$ cat config.mk
export PLATFORM = sky130hd
export DESIGN_NAME = efuse_seq_ctrl
export DESIGN_NICKNAME = d
export VERILOG_FILES = /design/src/rtl/efuse_seq_ctrl.sv
export SDC_FILE = /design/constraint.sdc
export NUM_CORES = 1
export LEC_CHECK = 0
export CAP_MARGIN = 5
export CELL_PAD_IN_SITES_DETAIL_PLACEMENT = 1
export CELL_PAD_IN_SITES_GLOBAL_PLACEMENT = 1
export CORE_ASPECT_RATIO = 0.9
export CORE_MARGIN = 2
export CORE_UTILIZATION = 25
export CTS_BUF_LIST = sky130_fd_sc_hd__clkbuf_4
export DETAILED_ROUTE_END_ITERATION = 10
export PLACE_DENSITY = 0.55
export SLEW_MARGIN = 20
export SYNTH_ARGS = -nofsm -noshare
export SYNTH_HDL_FRONTEND = slang
export SYNTH_SLANG_ARGS = --single-unit
$ cat constraint.sdc
create_clock -name clk -period 2.9 [get_ports clk]
set_input_delay 0.58 -clock clk [delete_from_list [all_inputs] [get_ports clk]]
set_output_delay 0.58 -clock clk [all_outputs]
set_load 0.01 [all_outputs]
$ cat src/rtl/efuse_seq_ctrl.sv
// eFuse access sequencer: drives the AEN generator in register mode for an autoload read
// sweep or a single-address program, and forwards read data to a shadow write port.
module efuse_seq_ctrl #(
    parameter int unsigned NUM_ADDR    = 32,
    parameter int unsigned TIMEOUT_CYC = 2048
) (
    input  logic       clk,
    input  logic       rst_n,
    input  logic       seq_start_rd,
    input  logic       seq_start_pgm,
    input  logic [7:0] seq_pgm_addr,
    input  logic       efuse_aen_done,
    input  logic [7:0] efuse_dout,
    output logic       efuse_reg_mode,
    output logic       efuse_refresh,
    output logic       efuse_pgmen,
    output logic       efuse_rden,
    output logic [7:0] efuse_addr,
    output logic       shadow_we,
    output logic [7:0] shadow_addr,
    output logic [7:0] shadow_wdata,
    output logic       seq_busy,
    output logic       seq_done,
    output logic       seq_err
);

    localparam logic [7:0]  LastAddr = 8'(NUM_ADDR - 1);
    localparam logic [11:0] TmoLast  = 12'(TIMEOUT_CYC - 1);

    typedef enum logic [2:0] {
        StIdle,
        StClr,
        StIssue,
        StGuard,
        StWait,
        StCapture,
        StFinish
    } state_e;

    state_e      state_q, state_d;
    logic        op_rd_q, op_rd_d;
    logic [7:0]  addr_q, addr_d;
    logic [11:0] tmo_q, tmo_d;
    logic        guard_q, guard_d;
    logic [7:0]  data_q, data_d;
    logic        err_q, err_d;

    logic        reg_mode_q, reg_mode_d;
    logic        refresh_q, refresh_d;
    logic        pgmen_q, pgmen_d;
    logic        rden_q, rden_d;
    logic [7:0]  efuse_addr_q, efuse_addr_d;
    logic        shadow_we_q, shadow_we_d;
    logic [7:0]  shadow_addr_q, shadow_addr_d;
    logic [7:0]  shadow_wdata_q, shadow_wdata_d;
    logic        busy_q, busy_d;
    logic        done_q, done_d;

    always_comb begin
        state_d = state_q;
        op_rd_d = op_rd_q;
        addr_d  = addr_q;
        tmo_d   = tmo_q;
        guard_d = guard_q;
        data_d  = data_q;
        err_d   = err_q;

        unique case (state_q)
            StIdle: begin
                if (seq_start_rd || seq_start_pgm) begin
                    op_rd_d = seq_start_rd;
                    addr_d  = seq_start_rd ? 8'd0 : seq_pgm_addr;
                    err_d   = 1'b0;
                    state_d = StClr;
                end
            end
            StClr: state_d = StIssue;
            StIssue: begin
                guard_d = 1'b0;
                tmo_d   = 12'd0;
                state_d = StGuard;
            end
            // Done is ignored here so a stale flag from the previous pulse is never taken.
            StGuard: begin
                guard_d = 1'b1;
                if (guard_q) begin
                    state_d = StWait;
                end
            end
            StWait: begin
                tmo_d = tmo_q + 12'd1;
                if (efuse_aen_done) begin
                    data_d  = efuse_dout;
                    state_d = op_rd_q ? StCapture : StFinish;
                end else if (tmo_q == TmoLast) begin
                    err_d   = 1'b1;
                    state_d = StFinish;
                end
            end
            StCapture: begin
                if (addr_q == LastAddr) begin
                    state_d = StFinish;
                end else begin
                    addr_d  = addr_q + 8'd1;
                    state_d = StIssue;
                end
            end
            StFinish: state_d = StIdle;
            default:  state_d = StIdle;
        endcase

        // Outputs are decoded from the next state so every output is a flop.
        reg_mode_d     = state_d inside {StClr, StIssue, StGuard, StWait, StCapture};
        refresh_d      = state_d inside {StClr, StIssue};
        rden_d         = op_rd_d && (state_d inside {StIssue, StGuard, StWait});
        pgmen_d        = !op_rd_d && (state_d inside {StIssue, StGuard, StWait});
        efuse_addr_d   = (state_d == StIssue) ? addr_d : efuse_addr_q;
        shadow_we_d    = (state_d == StCapture);
        shadow_addr_d  = shadow_we_d ? addr_d : shadow_addr_q;
        shadow_wdata_d = shadow_we_d ? data_d : shadow_wdata_q;
        busy_d         = (state_d != StIdle);
        done_d         = (state_d == StFinish);
    end

    always_ff @(posedge clk or negedge rst_n) begin
        if (!rst_n) begin
            state_q        <= StIdle;
            op_rd_q        <= 1'b0;
            addr_q         <= 8'd0;
            tmo_q          <= 12'd0;
            guard_q        <= 1'b0;
            data_q         <= 8'd0;
            err_q          <= 1'b0;
            reg_mode_q     <= 1'b0;
            refresh_q      <= 1'b0;
            pgmen_q        <= 1'b0;
            rden_q         <= 1'b0;
            efuse_addr_q   <= 8'd0;
            shadow_we_q    <= 1'b0;
            shadow_addr_q  <= 8'd0;
            shadow_wdata_q <= 8'd0;
            busy_q         <= 1'b0;
            done_q         <= 1'b0;
        end else begin
            state_q        <= state_d;
            op_rd_q        <= op_rd_d;
            addr_q         <= addr_d;
            tmo_q          <= tmo_d;
            guard_q        <= guard_d;
            data_q         <= data_d;
            err_q          <= err_d;
            reg_mode_q     <= reg_mode_d;
            refresh_q      <= refresh_d;
            pgmen_q        <= pgmen_d;
            rden_q         <= rden_d;
            efuse_addr_q   <= efuse_addr_d;
            shadow_we_q    <= shadow_we_d;
            shadow_addr_q  <= shadow_addr_d;
            shadow_wdata_q <= shadow_wdata_d;
            busy_q         <= busy_d;
            done_q         <= done_d;
        end
    end

    assign efuse_reg_mode = reg_mode_q;
    assign efuse_refresh  = refresh_q;
    assign efuse_pgmen    = pgmen_q;
    assign efuse_rden     = rden_q;
    assign efuse_addr     = efuse_addr_q;
    assign shadow_we      = shadow_we_q;
    assign shadow_addr    = shadow_addr_q;
    assign shadow_wdata   = shadow_wdata_q;
    assign seq_busy       = busy_q;
    assign seq_done       = done_q;
    assign seq_err        = err_q;

endmodule

==> metrics <==
flip-flop and latch count after synthesis=between 50 and 60; Util after Layout=0.332; pwr dens=860 nW/um2; fin cells=approximately 430; chip width=112 um; CTS tree=built; Max clock buf depth=2; Fin. Hold Viols=0; CTS Buf Count=9; Post-CTS Setup Bufs=0; commonest non-fill, non-tap cell in the layout=dfrtp_1; drt via density=4.63; fin. max-slew vios=0; Port Buffers=52; status=complete, no violations; Gate Count Post-Synth=~240; post-route minimum period=roughly 2.3 ns; cell area after synthesis=approximately 2600 um2; buffer and inverter count on the worst path=0; row cnt=35; Rel. slew slack=0.609; maximum clock rate=roughly 0.44 GHz; synthesis-to-layout area growth=29.7%; Final GP Congestion=between 0.7 and 0.8; GRT overflow=0; Max Cap Viol=0; placed cells=~420; initial antenna violation count=0; layout filler cell count=approximately 1200; Worst EP required=between 3 and 4 ns; critical path fanouts, max=14; H-tree depth=3; Core ar.=10200 um2; Distinct cells, synth=between 50 and 60; Worst Hold Slack=between 0.15 and 0.2 ns; Mean Syn Cell Area=10.9 um2; post-route cell area=around 3400 um2; clk sinks=57; final setup skew=between 0.01 and 0.015 ns; Initial Utilization=0.256; worst path cell trace=nor3b_4, nand4_4, o41ai_4, nand3b_4, mux2_2; post-DP HPWL=4490 um; clock slew at reported path FFs=0.10 ns; post-synthesis sequential area ratio=0.544; full die area=between 10000 and 15000 um2; CP delay by family, top=simple AND/OR/NAND/NOR gates; Final period util=0.788; Most used DFF post-synth=dfrtp_1; EDFF count, synth=0; Slowest cell on crit path=dfrtp_1; post-cts resize count=0; Inserted Diodes=0; Total Nets Final=323; crit-path max cell delay=between 0.5 and 0.6 ns; syn nets=roughly 260; largest net degree at the start of global routing=58; Tot Pwr=2.92 mW; root buf cell=clkbuf_4; Routed Wire Length=roughly 6400 um; Worst Setup Path Type=register to register; CP arrival=2.56 ns; leakage power=1.54 nW; proportion of layout cells with a drive suffix above 1=0.164; first-pass GRT wire length=roughly 11000 um; # setup viols final=0; FFs w/ async S/R, synth=1.00; Startpoint Class=register; Die H=approximately 100 um; Skew-Pair Late Insertion Delay=between 0.3 and 0.4 ns; Setup WS pre-CTS=just over 0.3 ns; CP Capture Type=register; vias in the first global route=around 2100; unrepaired setup endpoints after global routing=no; Worst Max-Slew Pin Slew=approximately 0.58 ns; commonest non-fill, non-tap cells in the layout=dfrtp_1, clkdlybuf4s50_1, nand2_1; Area after DPL=3300 um2; setup TNS=0 ns; Hold WC Path Type=input port to async pin; hold_buf cts=0; # DRC=0; router iterations before antenna repair=4; Antenna Nets Post-Route=0; DR iter-0 viols=between 40 and 50; worst vdd ir=approximately 360 uV; Ports=53; routed len/inst=between 10 and 15 um; synth warn=0; setup ws final=slightly above 0.6 ns; GRT Util Overall=0.123; vias post-DR=2008
==> per-layer routing <==
layer	track usage	share of wire	wire, um	vias up
met5	0	0	0	-
li1	-	-	-	986
met2	0.180	0.43	2740	42
met3	0.0359	0.042	274	9
met4	0.0422	0.011	70	0
met1	0.175	0.52	3360	971
==> cell families (layout without fill, tap and decap cells) <==
group,after synthesis,in the layout,share of synthesized area
simple gates,91,91,0.184
mux,22,22,0.0916
buf+inv,14,78,0.0262
xor+xnor,1,1,0.00334
compound gates,54,54,0.142
flops,57,57,0.544
fa+ha+maj,2,2,0.00954
==> cell type report <==
| type | instances | area (um2) | share of cell area |
|---|---|---|---|
| clock buffers | 11 | 82.6 | 0.0243 |
| inverters | 6 | 22.5 | 0.00662 |
| repair buffers | 56 | 558 | 0.164 |
| clock inverters | 5 | 22.5 | 0.00662 |
| well taps | 129 | 161 | 0.0475 |
| flip-flops and latches | 57 | 1430 | 0.419 |
| multi-input cells | 170 | 1130 | 0.331 |
==> synth_stat cells, drive strengths merged, types with 2 or more instances <==
| cell | n | share of area |
|---|---|---|
| a21oi | 6 | 0.011 |
| nor2 | 5 | 0.0072 |
| nand4 | 2 | 0.010 |
| o21ai | 20 | 0.038 |
| and2 | 4 | 0.010 |
| a21o | 2 | 0.0062 |
| inv | 5 | 0.0072 |
| o211ai | 5 | 0.014 |
| a31oi | 4 | 0.0095 |
| nor3 | 5 | 0.0095 |
| nand3b | 3 | 0.013 |
| ha | 2 | 0.0095 |
| a22o | 2 | 0.0072 |
| mux2i | 6 | 0.023 |
| o31ai | 4 | 0.011 |
| nand2b | 3 | 0.0072 |
| nand3 | 7 | 0.013 |
| and3 | 6 | 0.015 |
| dfrtp | 57 | 0.54 |
| mux2 | 16 | 0.069 |
| or3 | 3 | 0.0081 |
| nand2 | 47 | 0.067 |
| buf | 5 | 0.013 |
| clkbuf | 3 | 0.0043 |
==> final timing paths <==
check | from | endpoint | slack [ns] | depth (start not counted)
worst max-delay path | state_q[0]$_DFF_PN0_ | efuse_addr[1]$_DFFE_PN0N_ | 0.61 | 5
worst min register to register | shadow_wdata[7]$_DFFE_PN0P_ | shadow_wdata[7]$_DFFE_PN0P_ | 0.49 | 2
max in group asynchronous | rst_n | efuse_addr[7]$_DFFE_PN0N_ | 2.44 | 2
worst max register to register | state_q[0]$_DFF_PN0_ | efuse_addr[1]$_DFFE_PN0N_ | 0.61 | 5
min in group clk | shadow_wdata[7]$_DFFE_PN0P_ | shadow_wdata[7]$_DFFE_PN0P_ | 0.49 | 2
worst min-delay path | rst_n | efuse_addr[4]$_DFFE_PN0N_ | 0.16 | 2
==> flip-flops by register name (all words and copies together) (netlist names), 3 cells and up <==
name,count
state_q,3
efuse_addr,8
shadow_addr,8
shadow_wdata,8
addr_q,8
tmo_q,12
==> report_power, final <==
| part | switching (mW) | internal [mW] | total, mW |
|---|---|---|---|
| Sequential | 0.213 | 1.04 | 1.25 |
| Combinational | 0.556 | 0.636 | 1.19 |
| Clock | 0.291 | 0.186 | 0.477 |
| Total | 1.06 | 1.86 | 2.92 |
No activity file was read; power rests on OpenSTA's default activity.
